`src/rtl/mem_pkg.sv`:
```
// Shared definitions for the MEM-stage memory port: load/store size codes
// and the dump sequencer state encoding.
package mem_pkg;

  localparam logic [1:0] WR_SRC_BYTE  = 2'b00;
  localparam logic [1:0] WR_SRC_HALF  = 2'b01;
  localparam logic [1:0] WR_SRC_WORD  = 2'b10;

  localparam logic [2:0] RD_SRC_BYTE  = 3'b000;
  localparam logic [2:0] RD_SRC_HALF  = 3'b001;
  localparam logic [2:0] RD_SRC_WORD  = 3'b010;
  localparam logic [2:0] RD_SRC_BYTEU = 3'b100;
  localparam logic [2:0] RD_SRC_HALFU = 3'b101;

  typedef enum logic [2:0] {
    ST_IDLE      = 3'd0,
    ST_WAIT_PIPE = 3'd1,
    ST_DUMP_RD   = 3'd2,
    ST_DUMP_SEND = 3'd3,
    ST_DONE      = 3'd4
  } dump_state_e;

endpackage

```
`src/rtl/mem_dump_seq.sv`:
```
// Dump sequencer: FSM, word-address counter and the registered debug-side
// outputs. The top level uses o_state/o_cnt to steer the memory port.
module mem_dump_seq
  import mem_pkg::*;
#(
  parameter int IO_BUS_SIZE   = 32,
  parameter int MEM_ADDR_SIZE = 5
) (
  input  logic                     i_clk,
  input  logic                     i_reset,
  input  logic                     i_dump_start,
  input  logic                     i_pipe_req,
  input  logic                     i_dbg_ready,
  input  logic [IO_BUS_SIZE-1:0]   i_mem_rd_data,
  output dump_state_e              o_state,
  output logic [MEM_ADDR_SIZE-1:0] o_cnt,
  output logic [IO_BUS_SIZE-1:0]   o_dbg_data,
  output logic [MEM_ADDR_SIZE-1:0] o_dbg_addr,
  output logic                     o_dbg_valid,
  output logic                     o_dbg_busy,
  output logic                     o_dbg_done
);

  localparam logic [MEM_ADDR_SIZE-1:0] LastAddr = '1;

  dump_state_e              state_q, state_d;
  logic [MEM_ADDR_SIZE-1:0] cnt_q, cnt_d;
  logic [IO_BUS_SIZE-1:0]   data_q;
  logic [MEM_ADDR_SIZE-1:0] addr_q;
  logic                     valid_q, busy_q, done_q;

  always_comb begin
    state_d = state_q;
    cnt_d   = cnt_q;
    case (state_q)
      ST_IDLE:      if (i_dump_start) state_d = ST_WAIT_PIPE;
      ST_WAIT_PIPE: if (!i_pipe_req) state_d = ST_DUMP_RD;
      ST_DUMP_RD:   state_d = ST_DUMP_SEND;
      ST_DUMP_SEND: begin
        // Termination is decided by the last-address compare, never by wrap.
        if (i_dbg_ready) begin
          if (cnt_q == LastAddr) begin
            state_d = ST_DONE;
          end else begin
            cnt_d   = cnt_q + 1'b1;
            state_d = ST_DUMP_RD;
          end
        end
      end
      ST_DONE: begin
        cnt_d   = '0;
        state_d = ST_IDLE;
      end
      default: state_d = ST_IDLE;
    endcase
  end

  // Status outputs are registered from the next state so they line up with it.
  always_ff @(posedge i_clk or posedge i_reset) begin
    if (i_reset) begin
      state_q <= ST_IDLE;
      cnt_q   <= '0;
      data_q  <= '0;
      addr_q  <= '0;
      valid_q <= 1'b0;
      busy_q  <= 1'b0;
      done_q  <= 1'b0;
    end else begin
      state_q <= state_d;
      cnt_q   <= cnt_d;
      valid_q <= (state_d == ST_DUMP_SEND);
      busy_q  <= (state_d != ST_IDLE);
      done_q  <= (state_d == ST_DONE);
      if (state_q == ST_DUMP_RD) begin
        data_q <= i_mem_rd_data;
        addr_q <= cnt_q;
      end
    end
  end

  assign o_state     = state_q;
  assign o_cnt       = cnt_q;
  assign o_dbg_data  = data_q;
  assign o_dbg_addr  = addr_q;
  assign o_dbg_valid = valid_q;
  assign o_dbg_busy  = busy_q;
  assign o_dbg_done  = done_q;

endmodule

```
`src/rtl/mem_dump_arbiter.sv`:
```
// MEM-stage data-memory port arbiter: pipeline pass-through in normal
// operation, sequential full-memory dump to the debug unit on request.
module mem_dump_arbiter
  import mem_pkg::*;
#(
  parameter int IO_BUS_SIZE   = 32,
  parameter int MEM_ADDR_SIZE = 5
) (
  input  logic                     i_clk,
  input  logic                     i_reset,
  input  logic                     i_pipe_req,
  input  logic                     i_pipe_wr_rd,
  input  logic [MEM_ADDR_SIZE-1:0] i_pipe_addr,
  input  logic [IO_BUS_SIZE-1:0]   i_pipe_wr_data,
  input  logic [1:0]               i_pipe_wr_src,
  input  logic [2:0]               i_pipe_rd_src,
  output logic [IO_BUS_SIZE-1:0]   o_pipe_rd_data,
  output logic                     o_pipe_gnt,
  output logic                     o_pipe_stall,
  input  logic                     i_dbg_dump_start,
  output logic [IO_BUS_SIZE-1:0]   o_dbg_data,
  output logic [MEM_ADDR_SIZE-1:0] o_dbg_addr,
  output logic                     o_dbg_valid,
  input  logic                     i_dbg_ready,
  output logic                     o_dbg_busy,
  output logic                     o_dbg_done,
  output logic [MEM_ADDR_SIZE-1:0] o_mem_addr,
  output logic                     o_mem_wr_rd,
  output logic [IO_BUS_SIZE-1:0]   o_mem_wr_data,
  output logic [1:0]               o_mem_wr_src,
  output logic [2:0]               o_mem_rd_src,
  input  logic [IO_BUS_SIZE-1:0]   i_mem_rd_data
);

  dump_state_e              state;
  logic [MEM_ADDR_SIZE-1:0] cnt;
  logic                     busy;
  logic                     passThru;
  logic                     dumping;

  mem_dump_seq #(
    .IO_BUS_SIZE  (IO_BUS_SIZE),
    .MEM_ADDR_SIZE(MEM_ADDR_SIZE)
  ) u_seq (
    .i_clk        (i_clk),
    .i_reset      (i_reset),
    .i_dump_start (i_dbg_dump_start),
    .i_pipe_req   (i_pipe_req),
    .i_dbg_ready  (i_dbg_ready),
    .i_mem_rd_data(i_mem_rd_data),
    .o_state      (state),
    .o_cnt        (cnt),
    .o_dbg_data   (o_dbg_data),
    .o_dbg_addr   (o_dbg_addr),
    .o_dbg_valid  (o_dbg_valid),
    .o_dbg_busy   (busy),
    .o_dbg_done   (o_dbg_done)
  );

  // Reset gates the combinational path so every output reads 0 while it is held.
  assign passThru = !i_reset && ((state == ST_IDLE) || (state == ST_WAIT_PIPE));
  assign dumping  = (state == ST_DUMP_RD) || (state == ST_DUMP_SEND) || (state == ST_DONE);

  always_comb begin
    o_mem_addr     = '0;
    o_mem_wr_rd    = 1'b0;
    o_mem_wr_data  = '0;
    o_mem_wr_src   = '0;
    o_mem_rd_src   = '0;
    o_pipe_gnt     = 1'b0;
    o_pipe_rd_data = '0;
    if (passThru) begin
      o_mem_addr     = i_pipe_addr;
      o_mem_wr_rd    = i_pipe_req & i_pipe_wr_rd;
      o_mem_wr_data  = i_pipe_wr_data;
      o_mem_wr_src   = i_pipe_wr_src;
      o_mem_rd_src   = i_pipe_rd_src;
      o_pipe_gnt     = i_pipe_req;
      o_pipe_rd_data = i_mem_rd_data;
    end else if (dumping) begin
      o_mem_addr   = cnt;
      o_mem_rd_src = RD_SRC_WORD;
    end
  end

  assign o_pipe_stall = busy;
  assign o_dbg_busy   = busy;

endmodule

```
`config.mk`:
```
export PLATFORM = sky130hd
export DESIGN_NAME = mem_dump_arbiter
export DESIGN_NICKNAME = d
export VERILOG_FILES = /design/src/rtl/mem_pkg.sv /design/src/rtl/mem_dump_seq.sv /design/src/rtl/mem_dump_arbiter.sv
export SDC_FILE = /design/constraint.sdc
export NUM_CORES = 1
export LEC_CHECK = 0
export BUFFER_PORTS_ARGS = -buffer_cell sky130_fd_sc_hd__buf_4
export CAP_MARGIN = 5
export CORE_UTILIZATION = 43
export CTS_CLUSTER_SIZE = 28
export DETAILED_ROUTE_END_ITERATION = 16
export HOLD_SLACK_MARGIN = 0.03
export PLACE_DENSITY = 0.92
export SLEW_MARGIN = 0
export SYNTH_ARGS = -nofsm -noshare
export SYNTH_HDL_FRONTEND = slang
export SYNTH_SLANG_ARGS = --single-unit
```
`constraint.sdc`:
```
create_clock -name i_clk -period 4.8 [get_ports i_clk]
set_clock_uncertainty 0.1 [all_clocks]
set_input_delay 0.48 -clock i_clk [delete_from_list [all_inputs] [get_ports i_clk]]
set_output_delay 0.48 -clock i_clk [all_outputs]
set_load 0.02 [all_outputs]
```
Word-level counts from Yosys, hierarchy flattened
Index checks and enable logic that the tools add are counted.

Reduce and logical (&&, ||, !) cells: 9. Add/sub/neg operators: 1. Equal/unequal tests: 9. Div/mod/pow operators: 0. $mul: 0. Order comparisons: 0. Bitwise gates (word level): 1. Shift operators: 0. Mux-type cells: 17.

Operators with widths (number): 32-bit two-way mux (2); 5-bit two-way mux (4); 3-bit two-way mux (5); 3-bit one-hot mux with 4 select lines (1); 5-bit one-hot mux with 2 select lines (1); 3-bit by 2-bit == test with 1-bit output, second input constant (3); 3-bit == test, second input constant (2); 5-bit by 1-bit adder with 5-bit output, second input constant (1); 5-bit == test, second input constant (1); 2-bit two-way mux (2); 2-bit != test, second input constant (2); 3-bit by 1-bit == test with 1-bit output, second input constant (1); 3-bit zero test (1); 1-bit logical OR (3); 3-bit AND reduction (1); 3-bit nonzero test (1); 1-bit two-way mux (2); 2-bit nonzero test (1); 1-bit bitwise AND (1); 1-bit logical AND (1); 1-bit zero test (1).

Memory bits (writable): 0. Memories kept: 0. Register bits: 48. Latch bits: 0. ROM bits: 0. Word-level logic and storage cells: 44. Input port bits: 80.

Logic depth before layout (Yosys ltp)
Gate-level depths: netlist (run 1).

Depth in word-level cells: 5. Gate-level depth with buffers: 7. Gate-level depth less buffers: 6.

By module
From an unflattened synthesis (run 1), not the netlist that was laid out.

Cells, all modules: 229. Area, all modules: 2775.2 µm².

Modules (own cells, without submodules): mem_dump_seq (seq. area each 1201.2 µm², cells an instance 129, area an instance 2085.8 µm², instances 1); mem_dump_arbiter (seq. area each 0.0 µm², cells an instance 100, area an instance 689.4 µm², instances 1).

Worst setup path before layout (run 1)
Ideal clock, no wire load.

Kind: register to output. From: register u_seq.state_q[1] (netlist: u_seq.o_state[1]). To: output o_mem_addr[0]. Buffers on the path: 2. Stages on the path, launching flop included: 6. Setup slack: 2883 ps. Data arrival time: 1337 ps. Path through: dfrtp_1 > buf_6 > or3b_1 > buf_6 > nand2_2 > a22o_1.

Word-level cells in the longest chain between the ends: 5.

Ends and longest elaborated chain: from (decl) (line mem_dump_seq.sv:26) `dump_state_e state_q, state_d;`; from (signal assigned) (line mem_dump_seq.sv:69) `state_q <= state_d;`; 3-bit by 2-bit == test with 1-bit output (line mem_dump_arbiter.sv:62) `assign dumping = (state == ST_DUMP_RD) || (state == ST_DUMP_SEND) || (state == ST_DONE);`; 1-bit logical OR (2 in a row) (line mem_dump_arbiter.sv:62); 5-bit two-way mux (line mem_dump_arbiter.sv:80) `end else if (dumping) begin`; 5-bit two-way mux (*) (line mem_dump_arbiter.sv:72) `if (passThru) begin`; to (decl) (line mem_dump_arbiter.sv:27) `output logic [MEM_ADDR_SIZE-1:0] o_mem_addr,`.

Every way passes the cells marked *; elsewhere a longest branch is shown, timed or not.

Worst setup path after layout (run 1)
From: register u_seq.state_q[1] (netlist: u_seq.o_state[1]). To: output o_mem_wr_data[20].

Word-level cells in the longest chain between the ends: 4.

Ends and longest elaborated chain: 3-bit by 1-bit == test with 1-bit output / 3-bit zero test (equally long branches) (line mem_dump_arbiter.sv:61) `assign passThru = !i_reset && ((state == ST_IDLE) || (state == ST_WAIT_PIPE));`; 1-bit logical OR (*) (line mem_dump_arbiter.sv:61); 1-bit logical AND (*) (line mem_dump_arbiter.sv:61); 32-bit two-way mux (*) (line mem_dump_arbiter.sv:72); to (decl) (line mem_dump_arbiter.sv:29) `output logic [IO_BUS_SIZE-1:0] o_mem_wr_data,`.

Marked as above.

==> metrics.yaml, run 1 <==
power:
  power_leakage_nw: 2.11
  comb_power_share_pct: 55.8
  pwr_density_cell_mw_per_mm2: 563
  power.switching_w: 0.000953
  p_clk_share_pct: 12.4
  internal-power_w: 0.00135
  seqPwrFrac_pct: 31.8
  vdd_drop_max_mv: 0.360
  sw_frac_of_total_pct: 41.4
route:
  routed_wl_um: 7240
  ant_nets: 0
  wl_per_cell_um: 15.2
  drt-met1-wl_um: 2890
  drc: 0
  drt_first_pass_iters: 4
  wl_met2_um: 3750
  drt-initial-drc-count: 72
  num_vias: 2257
  met3_length_um: 464
  routed.top_layer: "met4"
  vias_per_cell: 4.74
clock_network:
  cts_tree: "yes"
  holdBufCountCts: 0
  root_buffer: "clkbuf_8"
  clkLatencyLatePin_ns: 0.29
  clockBufferDepth: 2
  post-cts-setup-buffers: 0
  cts_buffers: 5
  cts_resized: 0
  clkTransAtPathRegs_ns: 0.09
  htree_levels: 2
  cts_sinks: 48
placement:
  dpl.cell_count: 468
  port_buffers: 196
  dp.final_hpwl_um: 5770
  place_congestion: 0.818
synth:
  synth.yosys.seq_area_share_pct: 47.5
  synth_area_per_cell_um2: 11.7
  syn-num-nets: 298
  synth_seq_cells: 48
  synth-edff-count: 0
  async_flop_share_pct: 100
  synthesis.area_mm2: 0.00253
  synthDistinctLibCells: 32
  syn_inst: 216
  ys.flop_type: "dfrtp_1"
  yosysWarnings: 0
floorplanning:
  core-area_mm2: 0.00557
  die_x_um: 78.7
  initial_core_util_pct: 45.3
  num_rows: 27
  io_pins: 197
  die_area_mm2: 0.00619
  dieHeight_um: 78.7
run_status:
  status: "finished, final reports clean"
final_layout:
  final_common_cell: "buf_4"
  syn2layout_area_growth_pct: 61.6
  layout_common_cells: "buf_4, and2_1, dfrtp_1, mux2_1"
  final_cells: 476
  drive_gt1_share_pct: 52.5
  antenna_cells: 0
  fin_nets: 485
worst_setup_path:
  path_class: "flip-flop to output port"
  cp.buffers_inverters: 2
  cp.arrival_ns: 2.35
  cpMostUsedCell: "buf_4"
  critPathMaxStageDelay_ns: 0.62
  path_cells: "nor3_4 -> buf_4 -> and2_1 -> buf_4"
  critPathTopFamily: "simple AND/OR/NAND/NOR gates"
  endpoint_kind: "output port"
  cp.required_ns: 4.22
  start_kind: "flip-flop"
  cp_max_fo: 56
  cpMaxStageDelayCell: "nor3_4"
timing:
  min_period_ns: 2.93
  period_share_pct: 61.1
  rsz0062_at_grt: "no"
  setup_violations: 0
  fmax_mhz: 341
  tns_ns: 0
  hold_violations: 0
  tightest_slew_ns: 0.979
  report.final.slew_viol_count: 0
  slew_headroom_pct: 34.7
flow_run:
  maxCapViolations: 0
grt:
  grt_start_max_net_pins: 57
  grt_overflow_total: 0
  antenna_found_initial: 0
  track_usage_pct: 23.2
  grt_pass1_wl_um: 10900
  grt_pass1_vias: 2139
hold_path:
  hp-class: "primary input to flip-flop"
stage by stage:
stage                     util (%)  total power (W)  hold slack (ns)  area, µm²  worst slack, ns
after global placement        71.3          0.00199            0.370       3970             2.24
after detailed placement      71.3          0.00203            0.376       3970             2.15
after global routing          73.3          0.00243            0.292       4080             1.62
after floorplan                  -          0.00151            0.402       2530             2.88
after CTS                     73.3          0.00232            0.293       4080             1.82
final                         73.3          0.00230            0.304       4080             1.87
synth_stat cells, types with 2 or more instances:
cell / count / area share (%)
buf_6: 7 / 3.1
and3_1: 2 / 0.49
ha_1: 2 / 0.99
a21oi_1: 2 / 0.40
nor3b_1: 2 / 0.59
buf_2: 5 / 0.99
and2_1: 69 / 17
dfrtp_1: 48 / 48
clkbuf_1: 3 / 0.45
mux2_1: 37 / 16
nor2_1: 4 / 0.59
o31ai_1: 4 / 1.2
nand3_1: 2 / 0.40
inv_1: 4 / 0.59
o211ai_1: 3 / 0.89
a22o_1: 5 / 1.7
buf_4: 2 / 0.59
kinds of logic after synthesis:
logic type	count (synthesis)	synth area share, %
AOI/OAI and AO/OA	18	5.45
adders and majority gates	2	0.990
buffers and inverters	21	5.74
DFF	48	47.5
muxes	38	16.9
and+or+nand+nor	89	23.4
worst register-to-register path: cells and delay by family (launching register included):
family | cells | cell delay [ns]
AND/OR/NAND/NOR | 2 | 0.68
adder cells (fa/ha/maj) | 2 | 0.53
flip-flops | 1 | 0.46
AO/OA/AOI/OAI | 1 | 0.16
power groups by stage:
| stage | clock [W] | sequential [W] | combinational [W] |
|---|---|---|---|
| after detailed placement | 0 | 0.000742 | 0.00129 |
| after global placement | 0 | 0.000726 | 0.00127 |
| after CTS | 0.000293 | 0.000733 | 0.00129 |
| after floorplan | 0 | 0.000900 | 0.000614 |
| final | 0.000286 | 0.000732 | 0.00128 |
| after global routing | 0.000307 | 0.000759 | 0.00136 |
final cells by class:
| type | count | area [µm²] |
|---|---|---|
| fill | 398 | 1490 |
| timing repair buffer | 197 | 1480 |
| sequential | 48 | 1200 |
| multi-input combinational | 147 | 1190 |
| tap | 72 | 90.1 |
| clock buffer | 5 | 68.8 |
| clock inverter | 3 | 42.5 |
| inverter | 4 | 15.0 |
registers in the layout (all words and copies together), names as in the netlist:
name	count
u_seq.o_dbg_data	32
u_seq.o_cnt	5
u_seq.o_dbg_addr	5
u_seq.o_state	3
u_seq.o_dbg_busy	1
u_seq.o_dbg_done	1
u_seq.o_dbg_valid	1
routing by layer:
metal	track usage [%]	vias up
met5	0	-
met4	7.04	0
met3	6.16	10
met2	41.2	85
met1	27.2	1060
li1	-	1102
path summary, 6_finish.rpt:
check | start | end | slack (ns) | cells after the start
setup / recovery | u_seq.o_state[1]$_DFF_PP0_ | o_mem_wr_data[20] | 1.87 | 4
hold / removal | i_dbg_ready | u_seq.o_dbg_valid$_DFF_PP0_ | 0.30 | 2
setup reg to reg | u_seq.o_cnt[0]$_DFFE_PP0P_ | u_seq.o_cnt[3]$_DFFE_PP0P_ | 2.80 | 5
hold reg to reg | u_seq.o_dbg_data[11]$_DFFE_PP0N_ | u_seq.o_dbg_data[11]$_DFFE_PP0N_ | 0.39 | 1
max in group asynchronous | i_reset | u_seq.o_dbg_data[30]$_DFFE_PP0N_ | 3.66 | 2
min in group asynchronous | i_reset | u_seq.o_state[0]$_DFF_PP0_ | 0.33 | 2
Note: power is estimated with default switching activity, not from simulation.
==> run 2: changes to the inputs <==
- ABC_AREA: not set -> 1
- CORE_UTILIZATION: 43 -> 41
- PLACE_DENSITY: 0.92 -> 0.88
- clock period: 4.8 -> 2.96 ns (I/O delays scaled with it)
==> run 2 against run 1 <==
Routed wire length increased by 2.9%. Die area increased by 9.3%. Hold slack got worse by 0.22 ns. Cell count increased by 31%. Power increased by 59%.
==> metrics.yaml, run 2 <==
route:
  drc: 0  # unchanged
  num_vias: 2829  # +25%
  drt_first_pass_iters: 4  # unchanged
  routed_wl_um: 7440  # +2.9%
  drt-initial-drc-count: 106  # +47%
  vias_per_cell: 4.55  # -4.1%
  wl_per_cell_um: 12.0  # -21%
  ant_nets: 0  # unchanged
placement:
  place_ws_ns: 0.735  # -1.42 ns
  dp.final_hpwl_um: 5900  # +2.3%
  place_congestion: 0.846  # +3.4%
  dpl_cell_area_mm2: 0.00411  # +3.5%
  dpl.cell_count: 614  # +31%
  port_buffers: 196  # unchanged
worst_setup_path:
  endpoint_kind: "output port"
  cp_max_fo: 42  # -25%
  start_kind: "flip-flop"
  cp.arrival_ns: 2.14  # -0.21 ns
  path_class: "flip-flop to output port"
  cp.required_ns: 2.56  # -1.66 ns
power:
  pwr_density_cell_mw_per_mm2: 866  # +54%
  vdd_drop_max_mv: 0.552  # +53%
  power_leakage_nw: 2.60  # +23%
synth:
  synthTopCellsByCount: "inv_1, nor2_1, nand2_1, dfrtp_1, o21ai_2"
  syn_inst: 356  # +65%
  synthesis.area_mm2: 0.00264  # +4.5%
  ys.flop_type: "dfrtp_1"
  synth-edff-count: 0  # unchanged
  synth.area.top_cells: "dfrtp_1, inv_1, nor2_1"
  yosysTopAreaCell: "dfrtp_1"
  yosysWarnings: 0  # unchanged
  synth_top_area_share_pct: 45.5  # -2.0 points
  synth_seq_cells: 48  # unchanged
  synth_most_common_cell: "inv_1"
  synth_area_per_cell_um2: 7.42  # -37%
  synth.yosys.seq_area_share_pct: 45.5  # -2.0 points
  syn-num-nets: 438  # +47%
  async_flop_share_pct: 100  # unchanged
  synthDistinctLibCells: 22  # -31%
final_layout:
  final_common_cell: "buf_4"
  syn2layout_area_growth_pct: 60.3
  final_cells: 622  # +31%
  largest_reg_flops: 32  # unchanged
  antenna_cells: 0  # unchanged
  layout_common_cells: "buf_4, inv_1, nor2_1, nand2_1, dfrtp_1"
  fin_area_mm2: 0.00423  # +3.6%
  drive_gt1_share_pct: 43.5  # -9.0 points
  fillers: 497  # +25%
  fin_nets: 628  # +29%
clock_network:
  cts_buffers: 5  # unchanged
  cts_resized: 0  # unchanged
  clockBufferDepth: 2  # unchanged
  cts_tree: "yes"
  cts_sinks: 48  # unchanged
  clkTransAtPathRegs_ns: 0.09  # about the same
  post-cts-setup-buffers: 0  # unchanged
  htree_levels: 2  # unchanged
  root_buffer: "clkbuf_8"
  holdBufCountCts: 0  # unchanged
  clkLatencyLatePin_ns: 0.29  # about the same
timing:
  tns_ns: 0  # unchanged
  setup_slack_ns: 0.425  # -1.44 ns
  hold_violations: 0  # unchanged
  fmax_mhz: 395
  setup_violations: 0  # unchanged
  period_share_pct: 85.6
  report.final.slew_viol_count: 0  # unchanged
  min_period_ns: 2.53
  slew_headroom_pct: 48.3  # +14 points
  rsz0062_at_grt: "no"
  tightest_slew_ns: 0.773  # -0.206 ns
floorplanning:
  initial_core_util_pct: 43.6  # -1.8 points
  core-area_mm2: 0.00606  # +8.7%
  dieHeight_um: 82.2  # +4.6%
  io_pins: 197  # unchanged
  die_area_mm2: 0.00676  # +9.3%
  num_rows: 28  # +3.7%
  die_x_um: 82.2  # +4.6%
grt:
  grt_overflow_total: 0  # unchanged
  grt_start_max_net_pins: 49  # -14%
  grt_pass1_vias: 2402  # +12%
  grt_pass1_wl_um: 10700  # -1.8%
  track_usage_pct: 20.7  # -2.5 points
  antenna_found_initial: 0  # unchanged
flow_run:
  maxCapViolations: 0  # unchanged
run_status:
  status: "finished, final reports clean"
hold_path:
  hp-class: "primary input to asynchronous set/reset pin"
-- run 2: cell types whose count changed after synthesis, moves of 20 or more --
cell     delta
inv_1      +84
and2_1     -69
nor2_1     +68
nand2_1    +59
mux2_1     -37
o21ai_2    +20
-- run 2: stage by stage --
| stage | total power [W] | util, % | hold slack (ns) |
|---|---|---|---|
| 3_3_place_gp | 0.00312 | 67.8 | 0.364 |
| 5_1_grt | 0.00390 | 69.8 | 0.136 |
| 2_1_floorplan | 0.00243 | - | 0.349 |
| 6_report | 0.00367 | 69.8 | 0.0850 |
| 3_5_place_dp | 0.00320 | 67.8 | 0.369 |
| 4_1_cts | 0.00370 | 69.8 | 0.0971 |
-- run 2: critical path, stage by stage, from the launching register on --
cell and delay [ns]:
dfrtp_1 0.46, inv_2 0.13, nand3_2 0.54, buf_12 0.42, nor2_1 0.13, buf_4 0.16
-- run 2: cell type report --
class | instances | area [µm²] | share of cell area [%]
Clock inverter | 2 | 38.8 | 0.916
Inverter | 90 | 338 | 7.98
Tap cell | 75 | 93.8 | 2.22
Sequential cell | 48 | 1200 | 28.4
Multi-Input combinational cell | 201 | 965 | 22.8
Timing Repair Buffer | 200 | 1510 | 35.8
Clock buffer | 6 | 82.6 | 1.95
-- run 2: kinds of logic (layout without fill, tap and decap cells) --
| family | Yosys count | in the layout | synth area share, % |
|---|---|---|---|
| simple gates | 154 | 154 | 24.0 |
| buf+inv | 107 | 298 | 18.0 |
| flops | 48 | 48 | 45.5 |
| compound gates | 45 | 45 | 11.6 |
| fa+ha+maj | 2 | 2 | 0.948 |
-- run 2: per-layer routing --
metal,vias up,wire length [µm],track usage [%]
met2,136,3890,39.6
li1,1431,-,-
met4,0,70,6.32
met3,7,594,3.08
met5,-,0,0
met1,1255,2890,23.5
-- run 2: path summary, 6_finish.rpt --
| check | startpoint | endpoint | slack [ns] | cells past startpoint |
|---|---|---|---|---|
| setup / recovery | u_seq.o_state[2]$_DFF_PP0_ | o_pipe_gnt | 0.43 | 5 |
| hold / removal | i_reset | u_seq.o_state[1]$_DFF_PP0_ | 0.09 | 3 |
| setup reg to reg | u_seq.o_state[1]$_DFF_PP0_ | u_seq.o_dbg_data[26]$_DFFE_PP0N_ | 1.05 | 6 |
| hold reg to reg | u_seq.o_dbg_data[14]$_DFFE_PP0N_ | u_seq.o_dbg_data[14]$_DFFE_PP0N_ | 0.39 | 2 |
| max in group asynchronous | i_reset | u_seq.o_dbg_data[11]$_DFFE_PP0N_ | 2.27 | 3 |
| min in group i_clk | i_mem_rd_data[21] | u_seq.o_dbg_data[21]$_DFFE_PP0N_ | 0.17 | 3 |
-- run 2: report_power, final --
group / leakage [nW] / internal [W] / switching (W)
Clock: 0.0614 / 0.000276 / 0.000214
Combinational: 1.94 / 0.000806 / 0.00124
Sequential: 0.592 / 0.000949 / 0.000182
